`config.mk`:
```
export PLATFORM = sky130hd
export DESIGN_NAME = reminder_timer_bank
export DESIGN_NICKNAME = d
export VERILOG_FILES = /design/src/rtl/reminder_timer_bank_pkg.sv /design/src/rtl/reminder_prescaler.sv /design/src/rtl/reminder_timer_bank.sv
export SDC_FILE = /design/constraint.sdc
export NUM_CORES = 1
export LEC_CHECK = 0
export BUFFER_PORTS_ARGS = -buffer_cell sky130_fd_sc_hd__buf_2
export CORE_ASPECT_RATIO = 1.4
export CORE_MARGIN = 2
export CORE_UTILIZATION = 46
export CTS_CLUSTER_DIAMETER = 80
export DETAILED_ROUTE_END_ITERATION = 16
export GPL_ROUTABILITY_DRIVEN = 0
export PLACE_DENSITY = 0.69
export SLEW_MARGIN = 25
export SYNTH_ARGS = -nofsm -noshare
export SYNTH_HDL_FRONTEND = slang
export SYNTH_SLANG_ARGS = --single-unit
```
`constraint.sdc`:
```
create_clock -name clk_i -period 2.6 [get_ports clk_i]
set_clock_uncertainty 0.15 [all_clocks]
set_input_delay 0.13 -clock clk_i [delete_from_list [all_inputs] [get_ports clk_i]]
set_output_delay 0.13 -clock clk_i [all_outputs]
set_load 0.005 [all_outputs]
```
`src/rtl/reminder_timer_bank_pkg.sv`:
```
// Shared definitions for the reminder timer bank: mode encodings, channel
// state type and default sizing.
package reminder_timer_bank_pkg;

  localparam int unsigned DEF_TICK_DIV = 32'd50_000_000;
  localparam int unsigned DEF_CNT_W    = 32'd17;
  localparam int unsigned DEF_NUM_CH   = 32'd4;
  localparam int unsigned DEF_CH_W     = 32'd2;

  localparam logic MODE_ONESHOT  = 1'b0;
  localparam logic MODE_PERIODIC = 1'b1;

  typedef enum logic {
    ST_IDLE = 1'b0,
    ST_RUN  = 1'b1
  } ch_state_e;

endpackage

```
`src/rtl/reminder_prescaler.sv`:
```
// Shared prescaler: divides clk_i by TICK_DIV and emits a registered one-cycle
// tick on every wrap. ena_i low freezes the phase and suppresses the tick.
module reminder_prescaler
  import reminder_timer_bank_pkg::*;
#(
  parameter int unsigned TICK_DIV = DEF_TICK_DIV
) (
  input  logic clk_i,
  input  logic rst_ni,
  input  logic ena_i,
  output logic tick_o
);

  localparam int unsigned   PW   = (TICK_DIV > 32'd1) ? $clog2(TICK_DIV) : 32'd1;
  localparam logic [PW-1:0] LAST = PW'(TICK_DIV - 32'd1);
  localparam logic [PW-1:0] ONE  = PW'(32'd1);

  logic [PW-1:0] cnt_q;
  logic [PW-1:0] cnt_d;
  logic          tick_q;
  logic          tick_d;

  // Next-state for the divider phase and the wrap tick.
  always_comb begin
    cnt_d  = cnt_q;
    tick_d = 1'b0;
    if (ena_i) begin
      if (cnt_q == LAST) begin
        cnt_d  = {PW{1'b0}};
        tick_d = 1'b1;
      end else begin
        cnt_d  = cnt_q + ONE;
        tick_d = 1'b0;
      end
    end else begin
      cnt_d  = cnt_q;
      tick_d = 1'b0;
    end
  end

  // Divider phase and tick registers.
  always_ff @(posedge clk_i or negedge rst_ni) begin
    if (!rst_ni) begin
      cnt_q  <= {PW{1'b0}};
      tick_q <= 1'b0;
    end else begin
      cnt_q  <= cnt_d;
      tick_q <= tick_d;
    end
  end

  assign tick_o = tick_q;

endmodule

```
`src/rtl/reminder_timer_bank.sv`:
```
// Bank of NUM_CH programmable second-resolution reminder timers sharing one
// prescaler. Each channel has a sticky alert and a missed-alert overrun flag.
module reminder_timer_bank
  import reminder_timer_bank_pkg::*;
#(
  parameter int unsigned NUM_CH   = DEF_NUM_CH,
  parameter int unsigned CNT_W    = DEF_CNT_W,
  parameter int unsigned TICK_DIV = DEF_TICK_DIV,
  parameter int unsigned CH_W     = DEF_CH_W
) (
  input  logic              clk_i,
  input  logic              rst_ni,
  input  logic              ena_i,
  input  logic              cfg_i,
  input  logic [CH_W-1:0]   cfg_ch_i,
  input  logic [CNT_W-1:0]  cfg_period_i,
  input  logic              cfg_mode_i,
  input  logic [NUM_CH-1:0] ack_i,
  output logic [NUM_CH-1:0] tm_out_o,
  output logic [NUM_CH-1:0] missed_o,
  output logic              any_alert_o
);

  localparam logic [CNT_W-1:0] CNT_ZERO = {CNT_W{1'b0}};
  localparam logic [CNT_W-1:0] CNT_ONE  = CNT_W'(32'd1);

  logic              tick_s;
  logic [NUM_CH-1:0] tm_vec_s;
  logic [NUM_CH-1:0] miss_vec_s;
  logic              any_q;

  reminder_prescaler #(
    .TICK_DIV (TICK_DIV)
  ) u_prescaler (
    .clk_i  (clk_i),
    .rst_ni (rst_ni),
    .ena_i  (ena_i),
    .tick_o (tick_s)
  );

  for (genvar g = 0; g < NUM_CH; g++) begin : g_ch
    ch_state_e        state_q;
    ch_state_e        state_d;
    logic [CNT_W-1:0] period_q;
    logic [CNT_W-1:0] period_d;
    logic [CNT_W-1:0] count_q;
    logic [CNT_W-1:0] count_d;
    logic             mode_q;
    logic             mode_d;
    logic             tm_q;
    logic             tm_d;
    logic             miss_q;
    logic             miss_d;
    logic             cfg_hit_s;

    assign cfg_hit_s = cfg_i && (cfg_ch_i == CH_W'(g));

    // Channel next-state: config beats tick and ack; expiry beats ack on Tm_out.
    always_comb begin
      state_d  = state_q;
      period_d = period_q;
      count_d  = count_q;
      mode_d   = mode_q;
      tm_d     = tm_q;
      miss_d   = miss_q;
      if (cfg_hit_s) begin
        period_d = cfg_period_i;
        count_d  = cfg_period_i;
        mode_d   = cfg_mode_i;
        tm_d     = 1'b0;
        miss_d   = 1'b0;
        state_d  = (cfg_period_i != CNT_ZERO) ? ST_RUN : ST_IDLE;
      end else begin
        if (ack_i[g]) begin
          tm_d   = 1'b0;
          miss_d = 1'b0;
        end else begin
          tm_d   = tm_q;
          miss_d = miss_q;
        end
        if (tick_s && (state_q == ST_RUN)) begin
          if (count_q > CNT_ONE) begin
            count_d = count_q - CNT_ONE;
          end else begin
            // Expiry: an alert still pending without ack is an overrun.
            tm_d = 1'b1;
            if (tm_q && !ack_i[g]) begin
              miss_d = 1'b1;
            end else begin
              miss_d = miss_d;
            end
            case (mode_q)
              MODE_PERIODIC: begin
                count_d = period_q;
                state_d = ST_RUN;
              end
              MODE_ONESHOT: begin
                count_d = CNT_ZERO;
                state_d = ST_IDLE;
              end
              default: begin
                count_d = CNT_ZERO;
                state_d = ST_IDLE;
              end
            endcase
          end
        end else begin
          count_d = count_q;
          state_d = state_q;
        end
      end
    end

    // Channel state, configuration and flag registers.
    always_ff @(posedge clk_i or negedge rst_ni) begin
      if (!rst_ni) begin
        state_q  <= ST_IDLE;
        period_q <= CNT_ZERO;
        count_q  <= CNT_ZERO;
        mode_q   <= MODE_ONESHOT;
        tm_q     <= 1'b0;
        miss_q   <= 1'b0;
      end else begin
        state_q  <= state_d;
        period_q <= period_d;
        count_q  <= count_d;
        mode_q   <= mode_d;
        tm_q     <= tm_d;
        miss_q   <= miss_d;
      end
    end

    assign tm_vec_s[g]   = tm_q;
    assign miss_vec_s[g] = miss_q;
  end

  // Summary alert, one cycle behind the per-channel flags.
  always_ff @(posedge clk_i or negedge rst_ni) begin
    if (!rst_ni) begin
      any_q <= 1'b0;
    end else begin
      any_q <= |tm_vec_s;
    end
  end

  assign tm_out_o    = tm_vec_s;
  assign missed_o    = miss_vec_s;
  assign any_alert_o = any_q;

endmodule

```
==> flow_metrics.env, run 1 <==
export IMPL_rows=63
export IMPL_layout_setup_ws_ns=0.150
export IMPL_r2r_cells=5
export IMPL_slew_headroom_pct=43.4
export IMPL_worstPathArrival_ns=2.63
export IMPL_grt_ovfl_total=0
export IMPL_syn_avg_cell_area_um2=8.81
export IMPL_crit_slowest_cell="or4_2"
export IMPL_vias=8457
export IMPL_ir_drop_mv=0.505
export IMPL_cts_tree="yes"
export IMPL_drt_iter0_drc=692
export IMPL_cts_root_buffer="clkbuf_16"
export IMPL_p_switching_mw=2.44
export IMPL_htreeDepth=4
export IMPL_startpoint_type="register"
export IMPL_timing_fmax_ghz=0.408
export IMPL_tns_ns=0
export IMPL_grt_max_degree=66
export IMPL_ys_warnings_count=0
export IMPL_seq_area_mm2=0.00450
export IMPL_area_growth_syn_to_layout_pct=14.7
export IMPL_worstSetupPathType="reg2reg"
export IMPL_dieArea_mm2=0.0224
export IMPL_required_ns=2.78
export IMPL_drive_gt1_share_pct=12.6
export IMPL_rr_startpoint="g_ch[2].count_q[5]$_DFFE_PN0P_"
export IMPL_synth_seq_area_share_pct=46.2
export IMPL_die_x_um=127
export IMPL_multi_input_area_mm2=0.00485
export IMPL_synthDominantCellAreaShare_pct=46.2
export IMPL_ff2ff_setup_slack_ns=0.15
export IMPL_synth_async_reset_ratio_pct=100
export IMPL_initial_core_util_pct=46.5
export IMPL_cts_made_buffers=17
export IMPL_synth_cells=1108
export IMPL_synth_top_cell_by_area="dfrtp_1"
export IMPL_antenna_found_initial=0
export IMPL_portBuffers=36
export IMPL_worstMarginPinSlew_ns=0.841
export IMPL_fin_crit_sh_pct=94.2
export IMPL_p_sw_share_pct=30.8
export IMPL_vias_per_cell=5.91
export IMPL_yosysMostFrequentCell="nand2_1"
export IMPL_track_usage_pct=24.5
export IMPL_ys_types=75
export IMPL_clock_latency_ns=0.45
export IMPL_grt_pass1_wl_um=43300
export IMPL_wl_per_cell_um=18.5
export IMPL_hold_class="in2async"
export IMPL_pwr_share_comb_pct=16.9
export IMPL_rr_endpoint="g_ch[2].count_q[9]$_DFFE_PN0P_"
export IMPL_nets=1195
export IMPL_dpl_hpwl_um=17500
export IMPL_cts_resized_gates=0
export IMPL_period_needed_ns=2.45
export IMPL_crit_fanout=6
export IMPL_p_leak_nw=5.02
export IMPL_slew_viol_final=0
export IMPL_pwr_share_clk_pct=37.5
export IMPL_critPathMaxStageDelay_ns=0.72
export IMPL_path_cells="or4_2 > nor3_2 > xor2_1 > a32o_1 > a221o_1"
export IMPL_setup_violations=0
export IMPL_core_mm2=0.0210
export IMPL_fin_cells=1432
export IMPL_ys_flop_type="dfrtp_1"
export IMPL_synth_ff_latch_count=180
export IMPL_power_internal_mw=5.48
export IMPL_maxCapViolCount=0
export IMPL_ctsLongestPathBuffers=2
export IMPL_hold_viol_final=0
export IMPL_ant_nets=0
export IMPL_synth_enable_flop_cells=0
export IMPL_grt_pass1_vias=8334
export IMPL_grt_setup_unrepaired="no"
export IMPL_fillers=1845
export IMPL_dp_slack_ns=0.204
export IMPL_ioPinCount=37
export IMPL_p_per_area_mw_per_mm2=708
export IMPL_ys_top_cells_by_count="283 x nand2_1, 180 x dfrtp_1, 67 x nor2_1"
export IMPL_cts_sinks=180
export IMPL_die_h_um=176
export IMPL_pwr_share_seq_pct=45.6
export IMPL_synth_nets=1145
export IMPL_cts_clk_slew_worst_paths_ns=0.08
export IMPL_placed_cells=1375
export IMPL_dr_pass1_iters=7
export IMPL_cp_end_kind="register"
export IMPL_drt_wl_total_um=26500
export IMPL_drc=0
export IMPL_synth_area_top_cells="dfrtp_1 46%, nand2_1 11%, xnor2_1 3.5%"
export IMPL_status="finished clean"
export IMPL_synthesis_area_mm2=0.00976
how the worst max path moves through the flow:
stage / start / end
after floorplan: g_ch[2].count_q[5]$_DFFE_PN0P_ / g_ch[2].count_q[9]$_DFFE_PN0P_
after global placement: g_ch[2].count_q[5]$_DFFE_PN0P_ / g_ch[2].count_q[9]$_DFFE_PN0P_
after detailed placement: g_ch[2].count_q[5]$_DFFE_PN0P_ / g_ch[2].count_q[9]$_DFFE_PN0P_
after CTS: g_ch[2].count_q[5]$_DFFE_PN0P_ / g_ch[2].count_q[9]$_DFFE_PN0P_
after global routing: g_ch[3].count_q[10]$_DFFE_PN0P_ / g_ch[3].state_q$_DFFE_PN0P_
final: g_ch[2].count_q[5]$_DFFE_PN0P_ / g_ch[2].count_q[9]$_DFFE_PN0P_
final cells by class:
class | count | area share, %
clock inverters | 15 | 2.15
clock buffers | 17 | 3.80
repair buffers | 105 | 6.96
diodes | 1 | 0.0224
well taps | 260 | 2.91
multi-input cells | 837 | 43.3
flip-flops and latches | 180 | 40.2
inverters | 17 | 0.570
power groups by stage:
stage	sequential [mW]	clock (mW)	combinational, mW
2_1_floorplan	3.51	0	0.986
3_3_place_gp	3.64	0	1.27
3_5_place_dp	3.65	0	1.31
4_1_cts	3.60	3.00	1.34
5_1_grt	3.68	3.11	1.51
6_report	3.61	2.97	1.34
what timing repair did:
item	CTS	global route
endpoints found under the hold margin	172	0
hold buffers	24	0
setup buffers	0	0
kinds of logic after synthesis:
logic type | after synthesis | share of synthesized area, %
buffers and inverters | 91 | 4.23
and+or+nand+nor | 542 | 26.4
adders and majority gates | 9 | 1.15
DFF | 180 | 46.2
xor gates and xnor gates | 61 | 5.48
muxes | 16 | 1.81
AOI/OAI and AO/OA | 209 | 14.8
state kept, by name, indices dropped and copies added, names as in the netlist:
signal and flops:
g_ch.mode_q 4, g_ch.period_q 68, u_prescaler.cnt_q 26, g_ch.miss_q 4, g_ch.tm_q 4, g_ch.count_q 68, g_ch.state_q 4, any_alert_o 1
u_prescaler.tick_o 1
cells in the final DEF, fill, tap and decap left out, types with 17 or more instances in the layout:
master	synthesis	layout
a21oi_1	33	33
a22oi_1	18	18
buf_2	9	35
buf_4	14	44
clkbuf_16	0	17
dfrtp_1	180	180
dlygate4sd3_1	0	24
inv_1	17	17
nand2_1	283	283
nand3_1	38	38
nand4_1	19	19
nor2_1	67	67
nor3_1	32	32
nor4_1	18	17
o21ai_0	46	46
xnor2_1	39	39
xor2_1	22	22
worst max-delay path: cells and delay by family, from the launching register on:
family           cells  cell delay [ns]
XOR/XNOR             1             0.12
AO/OA/AOI/OAI        2             0.52
AND/OR/NAND/NOR      2             1.07
flip-flops           1             0.47
per-layer routing:
layer / share of wire, % / wire length [um] / up-vias / track usage, %
met1: 42 / 11100 / 4130 / 30.3
li1: - / - / 4011 / -
met4: 5.2 / 1370 / 0 / 13.8
met5: 0 / 0 / - / 0
met3: 5.0 / 1330 / 76 / 4.09
met2: 48 / 12700 / 240 / 40.6
metrics by stage:
step / cell area [um^2] / hold slack, ns / power, mW / util (%)
2_1_floorplan: 9760 / -0.316 / 4.50 / -
3_3_place_gp: 10300 / 0.0219 / 4.91 / 49.1
3_5_place_dp: 10300 / 0.0232 / 4.96 / 49.1
4_1_cts: 11200 / 0.106 / 7.95 / 53.4
5_1_grt: 11200 / 0.139 / 8.31 / 53.4
6_report: 11200 / 0.102 / 7.92 / 53.4
Note: power is estimated with default switching activity, not from simulation.
==> run 2: changes to the inputs <==
SYNTH_HIERARCHICAL = 1   (was unset)
==> flow_metrics.env, run 2 <==
export IMPL_status="finished clean"
export IMPL_synth_top_cell_by_area="dfrtp_1"
export IMPL_drc=0
export IMPL_worstMarginPinSlew_ns=0.724
export IMPL_ioPinCount=37
export IMPL_cts_tree="yes"
export IMPL_rows=63
export IMPL_grt_ovfl_total=0
export IMPL_top_regs="g_ch.count_q (68), g_ch.period_q (68), u_prescaler/cnt_q (26)"
export IMPL_dpl_hpwl_um=17900
export IMPL_slew_headroom_pct=51.8
export IMPL_grt_pass1_wl_um=44800
export IMPL_cpMostUsedCell="or4_4"
export IMPL_cts_clk_slew_worst_paths_ns=0.08
export IMPL_ys_flop_type="dfrtp_1"
export IMPL_synthesis_area_mm2=0.00976
export IMPL_ant_nets=0
export IMPL_cts_setup_buffers=0
export IMPL_maxCapViolCount=0
export IMPL_cp_end_kind="register"
export IMPL_p_leak_nw=5.06
export IMPL_drt_wl_total_um=27100
export IMPL_yosysMostFrequentCell="nand2_1"
export IMPL_fin_cells=1443
export IMPL_synth_ff_latch_count=180
export IMPL_synth_seq_area_share_pct=46.2
export IMPL_clock_latency_ns=0.45
export IMPL_dieArea_mm2=0.0224
export IMPL_fillers=1894
export IMPL_drt_iter0_drc=898
export IMPL_layout_setup_ws_ns=0.0965
export IMPL_tns_ns=0
export IMPL_portBuffers=36
export IMPL_ys_types=69
export IMPL_ctsLongestPathBuffers=2
export IMPL_nets=1208
export IMPL_crit_fanout=7
export IMPL_worstSetupPathType="reg2reg"
export IMPL_slew_viol_final=0
export IMPL_die_h_um=176
export IMPL_placed_cells=1386
export IMPL_path_buf_inv=0
export IMPL_r2r_cells=5
export IMPL_crit_start="g_ch[1].count_q[5]$_DFFE_PN0P_"
export IMPL_hold_viol_final=0
export IMPL_synth_cells=1117
export IMPL_holdPathStages=5
export IMPL_dp_slack_ns=-0.00849
export IMPL_required_ns=2.83
export IMPL_timing_fmax_ghz=0.399
export IMPL_wl_per_cell_um=18.8
export IMPL_synth_area_top_cells="dfrtp_1 46%, nand2_1 10%, nand3_1 3.9%"
export IMPL_fin_crit_sh_pct=96.3
export IMPL_hp_start="cfg_i"
export IMPL_vias=8737
export IMPL_diodes=0
export IMPL_htreeDepth=4
export IMPL_drive_gt1_share_pct=13.4
export IMPL_grt_setup_unrepaired="no"
export IMPL_die_x_um=127
export IMPL_grt_pass1_vias=8621
export IMPL_power_total_mw=7.79
export IMPL_initial_core_util_pct=46.5
export IMPL_hold_class="in2reg"
export IMPL_antenna_found_initial=0
export IMPL_hold_path_end="g_ch[2].period_q[15]$_DFFE_PN0P_"
export IMPL_grt_max_degree=76
export IMPL_cts_made_buffers=17
export IMPL_synth_enable_flop_cells=0
export IMPL_p_per_area_mw_per_mm2=693
export IMPL_mostFrequentLayoutCell="nand2_1"
export IMPL_crit_slowest_cell="or4_4"
export IMPL_critPathMaxStageDelay_ns=0.59
export IMPL_ir_drop_mv=0.501
export IMPL_area_growth_syn_to_layout_pct=15.2
export IMPL_ys_top_cells_by_count="270 x nand2_1, 180 x dfrtp_1, 76 x nand3_1"
export IMPL_startpoint_type="register"
export IMPL_rr_startpoint="g_ch[1].count_q[5]$_DFFE_PN0P_"
export IMPL_layout_common_cells="269 x nand2_1, 180 x dfrtp_1, 76 x nand3_1"
export IMPL_track_usage_pct=25.2
export IMPL_cts_sinks=180
export IMPL_path_delay_family="simple AND/OR/NAND/NOR gates"
export IMPL_worstPathArrival_ns=2.73
export IMPL_synth_nets=1155
export IMPL_cts_root_buffer="clkbuf_16"
export IMPL_ff2ff_setup_slack_ns=0.1
export IMPL_core_mm2=0.0210
export IMPL_rr_endpoint="g_ch[1].count_q[4]$_DFFE_PN0P_"
export IMPL_period_needed_ns=2.50
export IMPL_path_cells="or4_4 > or3_4 > or4_4 > mux2_4 > o21ai_2"
export IMPL_vias_per_cell=6.05
export IMPL_synthDominantCellAreaShare_pct=46.2
export IMPL_syn_avg_cell_area_um2=8.73
export IMPL_setup_violations=0
export IMPL_dr_pass1_iters=6
export IMPL_synth_async_reset_ratio_pct=100
export IMPL_ys_warnings_count=6
==> run 2: tightest hold or removal path, stage by stage <==
cell and delay [ns]:
buf_2 0.15, nand2_1 0.09, nor2_2 0.10, nand2_1 0.08
nand2_1 0.05
==> run 2: per-layer routing <==
layer	vias to the layer above	track usage, %	part of all wire (%)
li1	4106	-	-
met1	4271	31.8	40
met2	289	42.5	50
met3	71	3.79	5.6
met4	0	12.1	4.6
met5	-	0	0
==> run 2: cells by family after synthesis <==
| group | after synthesis | synth area share [%] |
|---|---|---|
| xor gates and xnor gates | 60 | 5.39 |
| AOI/OAI and AO/OA | 182 | 12.9 |
| adders and majority gates | 10 | 1.28 |
| buffers and inverters | 106 | 4.76 |
| muxes | 8 | 0.910 |
| and+or+nand+nor | 571 | 28.6 |
| DFF | 180 | 46.2 |
==> run 2: final cells by class <==
cell class	count	area [um^2]	area share (%)
well taps	260	325	2.89
multi-input cells	831	4820	42.9
clock inverters	15	186	1.66
clock buffers	17	425	3.78
flip-flops and latches	180	4500	40.1
inverters	19	71.3	0.635
repair buffers	121	906	8.06
==> run 2: per-stage QoR <==
step	utilization, %	area (um^2)	hold slack (ns)
global placement	49.4	10400	0.0619
finish	53.6	11200	0.0524
CTS	53.5	11200	0.0292
detailed placement	49.4	10400	0.0645
global route	53.6	11200	0.0661
floorplan	-	9760	-0.316
==> run 2: worst max path at each step <==
stage                                 endpoint  slack, ns  depth (start not counted)
6_report        g_ch[1].count_q[4]$_DFFE_PN0P_        0.1                          5
5_1_grt        g_ch[1].count_q[14]$_DFFE_PN0P_       0.01                          6
4_1_cts         g_ch[0].count_q[5]$_DFFE_PN0P_       0.08                          5
3_5_place_dp   g_ch[1].count_q[11]$_DFFE_PN0P_     -0.008                          6
3_3_place_gp    g_ch[1].count_q[4]$_DFFE_PN0P_       0.02                          5
2_1_floorplan   g_ch[1].count_q[4]$_DFFE_PN0P_      0.009                          6
==> run 2: what timing repair did <==
action,in CTS,in global routing
hold endpoints to repair,161,0
setup endpoints to repair,10,13
pin swaps,0,1
hold buffers,25,0
resized for setup,1,3
==> run 2: where the power goes <==
group | leakage [nW] | switching [mW] | internal [mW]
Combinational | 2.50 | 0.767 | 0.634
Clock | 0.294 | 1.24 | 1.46
Sequential | 2.27 | 0.473 | 3.21
